### src/rtl/mult_div_sequencer.sv
// mult_div_sequencer: multi-cycle HI/LO unit for MULT/MULTU/DIV/DIVU.
// It uses a radix-2 shift-add multiplier and a restoring divider, with 32 iterations per op.
// Optional build macro FAST_MULT_EN computes MULT/MULTU in a single cycle.
module mult_div_sequencer (
  input  logic        clk,
  input  logic        resetn,
  input  logic        valid,
  input  logic [1:0]  op,
  input  logic [31:0] a,
  input  logic [31:0] b,
  input  logic        flush,
  output logic        ready,
  output logic        busy,
  output logic        done,
  output logic [31:0] hi,
  output logic [31:0] lo
);

  typedef enum logic [1:0] {S_IDLE, S_RUN, S_DONE} state_t;

  state_t      state_q, state_d;
  logic [4:0]  cnt_q, cnt_d;
  logic        is_div_q, is_div_d;
  logic        neg_res_q, neg_res_d;   // negate product / quotient at completion
  logic        neg_rem_q, neg_rem_d;   // negate remainder (dividend sign)
  logic        dz_q, dz_d;             // divide by zero
  logic [31:0] opnd_q, opnd_d;         // multiplicand or divisor magnitude
  logic [63:0] p_q, p_d;               // {acc_hi, multiplier} or {remainder, quotient}
  logic [31:0] hi_q, hi_d, lo_q, lo_d;

  logic        accept, fast_sel, op_signed;
  logic [31:0] a_abs, b_abs;
  logic [32:0] mul_sum, div_shift;
  logic [33:0] div_diff;
  logic [63:0] mul_next, div_next, prod_fix;
  logic [31:0] quo_fix, rem_fix;
`ifdef FAST_MULT_EN
  logic [63:0] ext_a, ext_b, fast_prod;
`endif

  assign op_signed = ~op[0];
  assign a_abs     = (op_signed && a[31]) ? (32'd0 - a) : a;
  assign b_abs     = (op_signed && b[31]) ? (32'd0 - b) : b;
  assign accept    = valid && (state_q != S_RUN) && !flush;

`ifdef FAST_MULT_EN
  // A 64-bit wrap-around product of extended operands yields both signed and unsigned results.
  assign ext_a     = op_signed ? {{32{a[31]}}, a} : {32'd0, a};
  assign ext_b     = op_signed ? {{32{b[31]}}, b} : {32'd0, b};
  assign fast_prod = ext_a * ext_b;
  assign fast_sel  = ~op[1];
`else
  assign fast_sel  = 1'b0;
`endif

  // State and datapath registers with synchronous active-low reset.
  always_ff @(posedge clk) begin
    if (!resetn) begin
      state_q   <= S_IDLE;
      cnt_q     <= '0;
      is_div_q  <= 1'b0;
      neg_res_q <= 1'b0;
      neg_rem_q <= 1'b0;
      dz_q      <= 1'b0;
      opnd_q    <= '0;
      p_q       <= '0;
      hi_q      <= '0;
      lo_q      <= '0;
    end else begin
      state_q   <= state_d;
      cnt_q     <= cnt_d;
      is_div_q  <= is_div_d;
      neg_res_q <= neg_res_d;
      neg_rem_q <= neg_rem_d;
      dz_q      <= dz_d;
      opnd_q    <= opnd_d;
      p_q       <= p_d;
      hi_q      <= hi_d;
      lo_q      <= lo_d;
    end
  end

  // Next-state logic: flush overrides everything, including a same-cycle request.
  always_comb begin
    state_d = state_q;
    if (flush) begin
      state_d = S_IDLE;
    end else begin
      case (state_q)
        S_IDLE, S_DONE: state_d = accept ? (fast_sel ? S_DONE : S_RUN) : S_IDLE;
        S_RUN:          if (cnt_q == 5'd31) state_d = S_DONE;
        default:        state_d = S_IDLE;
      endcase
    end
  end

  // Iteration step, sign fix-up, and operand load on accept.
  always_comb begin
    cnt_d     = cnt_q;
    is_div_d  = is_div_q;
    neg_res_d = neg_res_q;
    neg_rem_d = neg_rem_q;
    dz_d      = dz_q;
    opnd_d    = opnd_q;
    p_d       = p_q;
    hi_d      = hi_q;
    lo_d      = lo_q;

    // Shift-add step: add the multiplicand into the upper half when the multiplier LSB is set.
    // Then shift the combined register right by one bit.
    mul_sum   = {1'b0, p_q[63:32]} + (p_q[0] ? {1'b0, opnd_q} : 33'd0);
    mul_next  = {mul_sum, p_q[31:1]};
    // Restoring step: shift the next dividend bit in, then subtract if the result stays non-negative.
    div_shift = {p_q[63:32], p_q[31]};
    div_diff  = {1'b0, div_shift} - {2'b00, opnd_q};
    div_next  = div_diff[33] ? {div_shift[31:0], p_q[30:0], 1'b0}
                             : {div_diff[31:0], p_q[30:0], 1'b1};
    prod_fix  = neg_res_q ? (64'd0 - mul_next) : mul_next;
    quo_fix   = neg_res_q ? (32'd0 - div_next[31:0]) : div_next[31:0];
    rem_fix   = neg_rem_q ? (32'd0 - div_next[63:32]) : div_next[63:32];

    if (!flush) begin
      if (accept) begin
        cnt_d     = '0;
        is_div_d  = op[1];
        neg_res_d = op_signed && (a[31] ^ b[31]);
        neg_rem_d = op_signed && a[31];
        dz_d      = (b == 32'd0);
        opnd_d    = op[1] ? b_abs : a_abs;
        p_d       = {32'd0, op[1] ? a_abs : b_abs};
`ifdef FAST_MULT_EN
        if (fast_sel) begin
          hi_d = fast_prod[63:32];
          lo_d = fast_prod[31:0];
        end
`endif
      end else if (state_q == S_RUN) begin
        cnt_d = cnt_q + 5'd1;
        p_d   = is_div_q ? div_next : mul_next;
        if (cnt_q == 5'd31) begin
          // A zero divisor leaves the dividend in the remainder, so the sign fix restores a.
          if (is_div_q) begin
            hi_d = rem_fix;
            lo_d = dz_q ? '1 : quo_fix;
          end else begin
            hi_d = prod_fix[63:32];
            lo_d = prod_fix[31:0];
          end
        end
      end
    end
  end

  // Output decode: driven from registered state only.
  always_comb begin
    ready = (state_q != S_RUN);
    busy  = (state_q == S_RUN);
    done  = (state_q == S_DONE);
    hi    = hi_q;
    lo    = lo_q;
  end

endmodule
### config.mk
export PLATFORM = sky130hd
export DESIGN_NAME = mult_div_sequencer
export DESIGN_NICKNAME = d
export VERILOG_FILES = /design/src/rtl/mult_div_sequencer.sv
export SDC_FILE = /design/constraint.sdc
export NUM_CORES = 1
export LEC_CHECK = 0
export CAP_MARGIN = 20
export CELL_PAD_IN_SITES_DETAIL_PLACEMENT = 1
export CELL_PAD_IN_SITES_GLOBAL_PLACEMENT = 2
export CORE_MARGIN = 1.5
export CORE_UTILIZATION = 25
export CTS_CLUSTER_SIZE = 8
export DETAILED_ROUTE_END_ITERATION = 6
export GPL_TIMING_DRIVEN = 1
export PLACE_DENSITY = 0.66
export SLEW_MARGIN = 20
export SYNTH_ARGS = -nofsm -noshare
export SYNTH_HDL_FRONTEND = slang
export SYNTH_SLANG_ARGS = --single-unit
### constraint.sdc
create_clock -name clk -period 4.18 [get_ports clk]
set_input_delay 0.836 -clock clk [delete_from_list [all_inputs] [get_ports clk]]
set_output_delay 0.836 -clock clk [all_outputs]
set_load 0.01 [all_outputs]
==> results.yml, run 1 <==
detailed_routing:
  viasPerCell: 5.42
  wl_per_cell_um: 23.8
  drt-total-wl_mm: 92.0
  num_vias: 21000
  drt_iter0_markers: 1385
  ant_nets: 0
  first_pass_iters: 7
  drcViolationCount: 0
clock_tree:
  clk_latency_ns: 0.49
  numCtsBuffers: 17
  cts_tree: "built"
  clock_sinks: 171
  hold_buffers: 0
  cts_buffer_depth: 2
  htree_levels: 4
  ctsRootBufferMaster: "clkbuf_16"
  path_clk_slew_ns: 0.08
floorplan:
  die_y_um: 269
  num_rows: 97
  die_w_um: 269
  dieArea_mm2: 0.0722
  coreArea_mm2: 0.0699
  io_pins: 137
  start_util_pct: 25.3
final_layout:
  fin_nets: 3057
  syn2layout_area_growth_pct: 35.1
  drive_above_1_share_pct: 21.5
  layout_common_cells: "buf_4 (411), nor2_1 (307), nand2_1 (305)"
  fill_cells: 8644
  finish.utilization_pct: 34.1
  seqCellArea_mm2: 0.00344
  multiInputGateArea_mm2: 0.0137
  layout_commonest_cell: "buf_4"
run_status:
  outcome: "completed"
sta:
  fin_crit_ns: 4.09
  setup_viol: 0
  rsz0062_at_grt: "true"
  worst_slew_pin_slew_ns: 0.960
  finalHoldViolCount: 0
  fmax_mhz: 244
  slew_headroom_pct: 36.0
  finalCritPeriodShare_pct: 97.9
  skew_ns: 0.0119
  setup_tns_ns: 0
  slew_viol_final: 0
logic_synthesis:
  synth_top_flop_cell: "dfxtp_1"
  synthArstFlopShare_pct: 0
  syn_area_mm2: 0.0177
  syn_inst: 2530
  synth_edf_count: 0
  ys_seq_area_share_pct: 19.4
  synth_seq_cells: 171
  ys.warnings.count: 0
  syn-num-nets: 2673
  avgSynthCellArea_um2: 6.98
  yosysUniqueCellTypes: 100
worst_hold_path:
  hold_path_class: "reg2reg"
  worstHoldStart: "opnd_q[5]"
global_routing:
  grt_pass1_vias: 21500
  antenna_found_initial: 1
  grt_pass1_wl_mm: 137
  grt_overflow: 0
  grt_max_degree: 79
  track_usage_pct: 25.2
flow_run:
  cap_violations: 0
setup_path:
  r2r_start: "opnd_q[8]"
  reg2reg_slack_ns: 0.09
  timing.critical_path.to: "hi[30]"
  cp.arrival_ns: 4.47
  cp-startpoint: "opnd_q[8]"
  regToRegEndpoint: "hi[30]"
  critPathMaxFanout: 5
  worstSetupStartpointType: "register"
  reg2reg_depth: 18
  worstPathRequired_ns: 4.56
  endpoint_kind: "register"
  critical_path_class: "reg2reg"
pwr:
  ir_worst_vdd_v: 0.000302
  p_leak_nw: 9.48
  powerDensity_mw_per_mm2: 241
place:
  port_buffers: 136
  dp_hpwl_mm: 74.7
  place.gp.congestion: 0.979
## flip-flops by register name, summed over array words and instances, names as in the netlist
name and flops:
opnd_q 32, is_div_q 1, dz_q 1, neg_rem_q 1
cnt_q 5, state_q 2, hi 32, neg_res_q 1
lo 32, p_q 64
## how the worst min path moves through the flow
stage                     slack [ns]    endpoint  depth (start not counted)
final                           0.46   opnd_q[5]                          2
after CTS                       0.46   opnd_q[5]                          2
after detailed placement        0.45   opnd_q[5]                          2
after floorplan                 0.43  opnd_q[10]                          2
after global placement          0.44   opnd_q[6]                          2
after global routing            0.47   opnd_q[5]                          2
## cells in the mapped netlist, drive strengths merged, types with 38 or more instances
library cell / instances / area share [%]
nor2: 316 / 6.7
clkbuf: 137 / 2.9
a21oi: 238 / 6.9
xor2: 94 / 4.7
nand2: 309 / 6.6
ha: 71 / 5.0
nand3: 46 / 1.3
mux2i: 59 / 3.3
buf: 55 / 1.6
dfxtp: 171 / 19
a211oi: 69 / 3.0
inv: 67 / 1.4
o211ai: 38 / 1.6
nor3: 72 / 2.1
o21ai: 155 / 4.5
xnor2: 111 / 5.5
## report_power, final
| part | total, mW | internal [mW] | switching [mW] |
|---|---|---|---|
| Clock | 1.75 | 0.914 | 0.838 |
| Combinational | 2.28 | 0.922 | 1.36 |
| Sequential | 1.72 | 1.67 | 0.0495 |
| Total | 5.75 | 3.50 | 2.24 |
## kinds of logic after synthesis
kind of cell	count (synthesis)	synth area share [%]
AND/OR/NAND/NOR	964	25.5
AO/OA/AOI/OAI	780	29.3
buffers and inverters	262	6.02
XOR/XNOR	205	10.2
flip-flops	171	19.4
adder cells (fa/ha/maj)	73	5.26
multiplexers	75	4.37
## final cells by class
type | instances | area share, %
flip-flops and latches | 171 | 14.4
repair buffers | 557 | 19.4
inverters | 70 | 1.15
multi-input cells | 2097 | 57.6
clock buffers | 19 | 1.86
diodes | 1 | 0.0105
well taps | 940 | 4.93
clock inverters | 13 | 0.645
## metrics by stage
stage          area (um^2)  instances  hold slack [ns]  power, mW  setup slack (ns)
3_5_place_dp         22600       3823            0.446       3.92            -0.221
5_1_grt              23900       3867            0.466       6.02            -0.133
2_1_floorplan        17700       2530            0.432       2.88            0.0281
6_report             23900       3868            0.456       5.75            0.0875
3_3_place_gp         22600       3823            0.444       3.89            -0.163
4_1_cts              23300       3857            0.455       5.71         0.0000622
## worst max-delay path, stage by stage, from the launching register on
cell	delay, ns
dfxtp_1	0.34
inv_1	0.08
buf_12	0.14
ha_1	0.36
buf_4	0.17
and3_1	0.21
and3_1	0.20
a21boi_2	0.16
buf_4	0.15
or4b_1	0.51
o2111ai_1	0.15
o31a_1	0.24
nand4_1	0.17
buf_4	0.20
nor3b_2	0.23
buf_4	0.15
and3_1	0.16
mux2i_1	0.08
o31a_1	0.28
## routing by layer
metal / track usage (%) / up-vias / share of wire [%]
met5: 0 / - / 0
met4: 10.1 / 0 / 4.1
li1: - / 9924 / -
met1: 33.2 / 10500 / 46
met3: 3.08 / 109 / 3.6
met2: 41.6 / 468 / 46
## repair_timing
item | 4_1_cts | 5_1_grt
setup buffers | 2 | 10
setup endpoints to repair | 11 | 29
gates resized for setup | 20 | 108
pin swaps | 3 | 15
No activity file was read; power rests on OpenSTA's default activity.
==> run 2: changes to the inputs <==
Settings changed: CORE_ASPECT_RATIO set to 1.4, SKIP_LAST_GASP set to 1.
==> run 2 against run 1 <==
Against the previous run:
- combinational power shrank 3%
- wire length is 5.1% lower
- first-iteration DRC count shrank 26%
- sequential power hardly changed
- clock power fell by 9.7%
- power decreased by 4.1%
- final cell count grew 0.23%
- sequential share of layout area barely moved
- utilization fell by 0.14 points
- critical path depth fell by 2
- sequential cell count did not move
- worst setup slack better by 0.0090 ns
==> results.yml, run 2 (same netlist as run 1, synthesis figures left out) <==
run_status:
  outcome: "completed"
setup_path:
  crit_slowest_cell: "or4_4"
  cp.arrival_ns: 4.45
  cp_top_family: "compound AO/OA/AOI/OAI gates"
  worst_path_largest_cell_delay_ns: 0.51
  worstPathRequired_ns: 4.54
  cp_num_cells: 16
  reg2reg_depth: 16
  critPathBufInv: 2
  reg2reg_slack_ns: 0.1
  critical_path_class: "reg2reg"
  critPathMaxFanout: 6
  cp_cell_sequence: "and2_1, ha_4, fa_2, a21oi_4, o21ai_4, o2111a_2, or3_4, a21oi_4, nand4_1, buf_6, or4_4, buf_6, o31ai_4, xnor2_2, o22ai_1, a32o_1"
  worstSetupStartpointType: "register"
  endpoint_kind: "register"
sta:
  slew_viol_final: 0
  setup_tns_ns: 0
  setup_viol: 0
  worst_slew_pin_slew_ns: 1.05
  finalHoldViolCount: 0
  rsz0062_at_grt: "true"
  setup_ws_ns: 0.0965
  fmax_mhz: 245
  whs_ns: 0.451
  finalCritPeriodShare_pct: 97.7
  skew_ns: 0.0136
  fin_crit_ns: 4.08
  slew_headroom_pct: 30.2
floorplan:
  die_w_um: 228
  io_pins: 137
  die_y_um: 317
  dieArea_mm2: 0.0722
  num_rows: 115
  coreArea_mm2: 0.0701
  start_util_pct: 25.2
detailed_routing:
  drcViolationCount: 0
  drt_iter0_markers: 1018
  num_vias: 20600
  drt-total-wl_mm: 87.3
  viasPerCell: 5.32
  first_pass_iters: 4
  wl_per_cell_um: 22.5
  ant_nets: 0
global_routing:
  antenna_found_initial: 0
  grt_pass1_vias: 22200
  grt_overflow: 0
  track_usage_pct: 24.1
  grt_max_degree: 161
  grt_pass1_wl_mm: 134
final_layout:
  layout_commonest_cell: "buf_4"
  largest_reg_flops: 64
  drive_above_1_share_pct: 21.1
  largest-register: "p_q"
  fin_nets: 3072
  antenna_cells: 0
  stdcell_count: 3877
  syn2layout_area_growth_pct: 34.9
  fill_cells: 8568
  layout_common_cells: "buf_4 (428), nor2_1 (313), nand2_1 (304)"
pwr:
  power_switching_mw: 2.13
  internal_power_mw: 3.38
  powerDensity_mw_per_mm2: 231
  combPwrFrac_pct: 40.3
  pwr-share-seq_pct: 31.1
  p_leak_nw: 9.52
  clock_power_share_pct: 28.6
  ir_worst_vdd_v: 0.000267
  swShare_pct: 38.7
clock_tree:
  path_clk_slew_ns: 0.08
  numCtsBuffers: 17
  clk_latency_ns: 0.47
  htree_levels: 4
  cts_tree: "built"
  clock_sinks: 171
  ctsRootBufferMaster: "clkbuf_16"
  cts_buffer_depth: 2
place:
  port_buffers: 136
  placed_cells: 3838
  pre_cts_ws_ns: -0.315
  dp_hpwl_mm: 71.0
  place.gp.congestion: 0.907
flow_run:
  cap_violations: 0
worst_hold_path:
  holdPathStages: 2
  hold_path_class: "reg2reg"
-- run 2: cell types whose count changed in the layout (fill, tap and decap cells not counted), sizes merged --
cell | previous run | this run
inv | 72 | 71
bufinv | 2 | 0
clkinv | 7 | 6
clkinvlp | 2 | 3
clkbuf | 19 | 21
buf | 422 | 437
diode | 1 | 0
-- run 2: timing repair --
action                     CTS  global route
setup endpoints to repair   17            22
hold buffers                 0             0
pin swaps                    7            21
resized for setup           28            69
setup buffers                5             3
-- run 2: layout make-up --
class / count / area (um^2) / area share, %
clock inverters: 10 / 83.8 / 0.352
clock buffers: 21 / 460 / 1.93
repair buffers: 572 / 4690 / 19.7
well taps: 936 / 1170 / 4.92
inverters: 70 / 270 / 1.13
multi-input cells: 2097 / 13700 / 57.5
flip-flops and latches: 171 / 3430 / 14.4
-- run 2: layer usage --
metal / global-route usage, % / up-vias / routed length [um] / part of all wire (%)
met2: 44.7 / 339 / 45600 / 52
met5: 0 / - / 0 / 0
met4: 13.3 / 0 / 5110 / 5.9
met3: 1.52 / 137 / 1570 / 1.8
met1: 27.0 / 10200 / 35000 / 40
li1: - / 9941 / - / -
-- run 2: worst register-to-register path: cells and delay by family (launching register included) --
family / cells / cell delay [ns]
AND/OR/NAND/NOR: 4 / 1.26
flip-flops: 1 / 0.36
adder cells (fa/ha/maj): 2 / 0.55
buffers and inverters: 2 / 0.33
AO/OA/AOI/OAI: 7 / 1.32
XOR/XNOR: 1 / 0.16
-- run 2: per-stage QoR --
step / util [%] / area, um^2 / power (mW)
after detailed placement: 32.4 / 22700 / 3.88
after CTS: 33.5 / 23400 / 5.50
after global routing: 34.0 / 23800 / 5.78
after floorplan: - / 17700 / 2.88
after global placement: 32.4 / 22700 / 3.84
final: 34.0 / 23800 / 5.51
-- run 2: final timing paths --
check,from,endpoint
max,p_q[0],hi[27]
min,lo[0],lo[0]
max reg2reg,p_q[0],hi[27]
min reg2reg,lo[0],lo[0]
-- run 2: power by group through the flow --
stage               Clock (mW)  Combinational [mW]  Sequential [mW]
floorplan                    0                1.16             1.72
global placement             0                2.09             1.75
finish                    1.58                2.22             1.72
detailed placement           0                2.13             1.75
global route              1.67                2.39             1.72
CTS                       1.63                2.16             1.72
==> run 3: changes to the inputs <==
Settings changed: CORE_ASPECT_RATIO 1.4 to 1.75.
==> run 3 against run 2 <==
Against the previous run:
- clock skew rose by 0.013 ns
- via count rose by 1.8%
- sequential power hardly changed
- critical endpoint is now hi[25]
==> results.yml, run 3 (same netlist as run 1, synthesis figures left out) <==
detailed_routing:
  ant_nets: 0
  num_vias: 21000
  first_pass_iters: 5
  drt_iter0_markers: 1079
  viasPerCell: 5.38
  wl_per_cell_um: 24.1
  drcViolationCount: 0
  drt-total-wl_mm: 93.8
pwr:
  p_leak_nw: 9.92
  power_switching_mw: 2.36
  internal_power_mw: 3.53
  ir_worst_vdd_v: 0.000360
  swShare_pct: 40.1
  clock_power_share_pct: 30.0
  powerDensity_mw_per_mm2: 239
  pwr-share-seq_pct: 29.1
  combPwrFrac_pct: 40.9
clock_tree:
  htree_levels: 4
  clk_latency_ns: 0.52
  clock_sinks: 171
  cts_tree: "built"
  path_clk_slew_ns: 0.08
  hold_buffers: 0
  numCtsBuffers: 17
  ctsRootBufferMaster: "clkbuf_16"
  cts_buffer_depth: 2
global_routing:
  grt_max_degree: 118
  grt_pass1_wl_mm: 139
  grt_pass1_vias: 22400
  grt_overflow: 0
  track_usage_pct: 25.6
  antenna_found_initial: 0
final_layout:
  largest_reg_flops: 64
  finish.utilization_pct: 35.4
  fin_nets: 3121
  largest-register: "p_q"
  syn2layout_area_growth_pct: 39.6
  drive_above_1_share_pct: 24.8
  antenna_cells: 0
  fill_cells: 8528
  layout_common_cells: "buf_4 (466), nor2_1 (307), nand2_1 (301)"
  layout_commonest_cell: "buf_4"
sta:
  worst_slew_pin_slew_ns: 0.946
  whs_ns: 0.457
  fmax_mhz: 243
  slew_viol_final: 0
  finalHoldViolCount: 0
  slew_headroom_pct: 36.9
  rsz0062_at_grt: "true"
  fin_crit_ns: 4.12
  setup_ws_ns: 0.0644
  finalCritPeriodShare_pct: 98.5
  setup_viol: 0
  skew_ns: 0.0264
  setup_tns_ns: 0
flow_run:
  cap_violations: 0
worst_hold_path:
  hold_path_class: "reg2reg"
floorplan:
  io_pins: 137
  num_rows: 128
  dieArea_mm2: 0.0723
  die_y_um: 355
  die_w_um: 204
  coreArea_mm2: 0.0697
  start_util_pct: 25.3
setup_path:
  critical_path_class: "reg2reg"
  worstSetupStartpointType: "register"
  endpoint_kind: "register"
  cp_top_family: "compound AO/OA/AOI/OAI gates"
  cp.arrival_ns: 4.52
  crit_path_frequent_cell: "buf_4"
  critPathMaxFanout: 2
  worst_path_largest_cell_delay_ns: 0.41
  worstPathRequired_ns: 4.59
  cp_cell_sequence: "inv_1, ha_2, fa_2, nand2b_4, a211o_4, a211oi_2, buf_4, nor3_1, buf_4, o211a_1, o41ai_4, nand2_1, o41ai_2, buf_4, xnor2_1, nand2_1, a311oi_2"
  critPathBufInv: 4
  crit_slowest_cell: "fa_2"
place:
  place.gp.congestion: 0.934
  pre_cts_ws_ns: -0.550
  dp_hpwl_mm: 76.7
  port_buffers: 136
run_status:
  outcome: "completed"
run 3: changes by cell type in the layout (fill, tap and decap cells not counted), moves of 7 or more:
cell and delta:
a21oi_1 -15, dfxtp_2 +8, buf_6 +7, dfxtp_1 -8, a21oi_2 +14, ha_1 -17
buf_4 +38, ha_4 +11
run 3: power by group through the flow:
stage	combinational, mW	clock [mW]	sequential [mW]
6_report	2.41	1.77	1.71
5_1_grt	2.57	1.86	1.72
2_1_floorplan	1.16	0	1.72
3_3_place_gp	2.20	0	1.75
3_5_place_dp	2.23	0	1.75
4_1_cts	2.26	1.81	1.71
run 3: worst paths after layout:
kind | startpoint | to | slack (ns) | cells past startpoint
worst max-delay path | p_q[31] | hi[25] | 0.06 | 17
worst min-delay path | lo[30] | lo[30] | 0.46 | 2
worst max register to register | p_q[31] | hi[25] | 0.06 | 17
worst min register to register | lo[30] | lo[30] | 0.46 | 2
run 3: cell type report:
| class | count | area, um^2 | area share [%] |
|---|---|---|---|
| Timing Repair Buffer | 621 | 5140 | 20.9 |
| Sequential cell | 171 | 3440 | 14.0 |
| Multi-Input combinational cell | 2097 | 14000 | 56.9 |
| Tap cell | 910 | 1140 | 4.62 |
| Clock inverter | 15 | 200 | 0.812 |
| Inverter | 70 | 273 | 1.11 |
| Clock buffer | 17 | 425 | 1.73 |
run 3: stage by stage:
stage	std cells	instance area, um^2	total power, mW
after floorplan	2530	17700	2.88
after global placement	3850	23000	3.95
after detailed placement	3850	23000	3.98
after CTS	3885	23900	5.78
after global routing	3901	24600	6.15
final	3901	24600	5.89
run 3: repair_timing:
action,4_1_cts,5_1_grt
buffers inserted,3,17
endpoints found under the setup margin,19,30
gates resized for setup,47,150
pin swaps,8,45
gates cloned,0,1
run 3: worst min-delay path, stage by stage, from the launching register on:
cell,delay [ns]
dfxtp_1,0.31
nand2_1,0.05
a21oi_1,0.05
run 3: routing by layer:
layer | GRT usage [%] | wire length, um | part of all wire [%] | vias to the layer above
met5 | 0 | 0 | 0 | -
met1 | 25.7 | 33500 | 36 | 10300
met3 | 2.30 | 2200 | 2.3 | 202
met2 | 50.0 | 51700 | 55 | 461
li1 | - | - | - | 10000
met4 | 15.9 | 6470 | 6.9 | 0
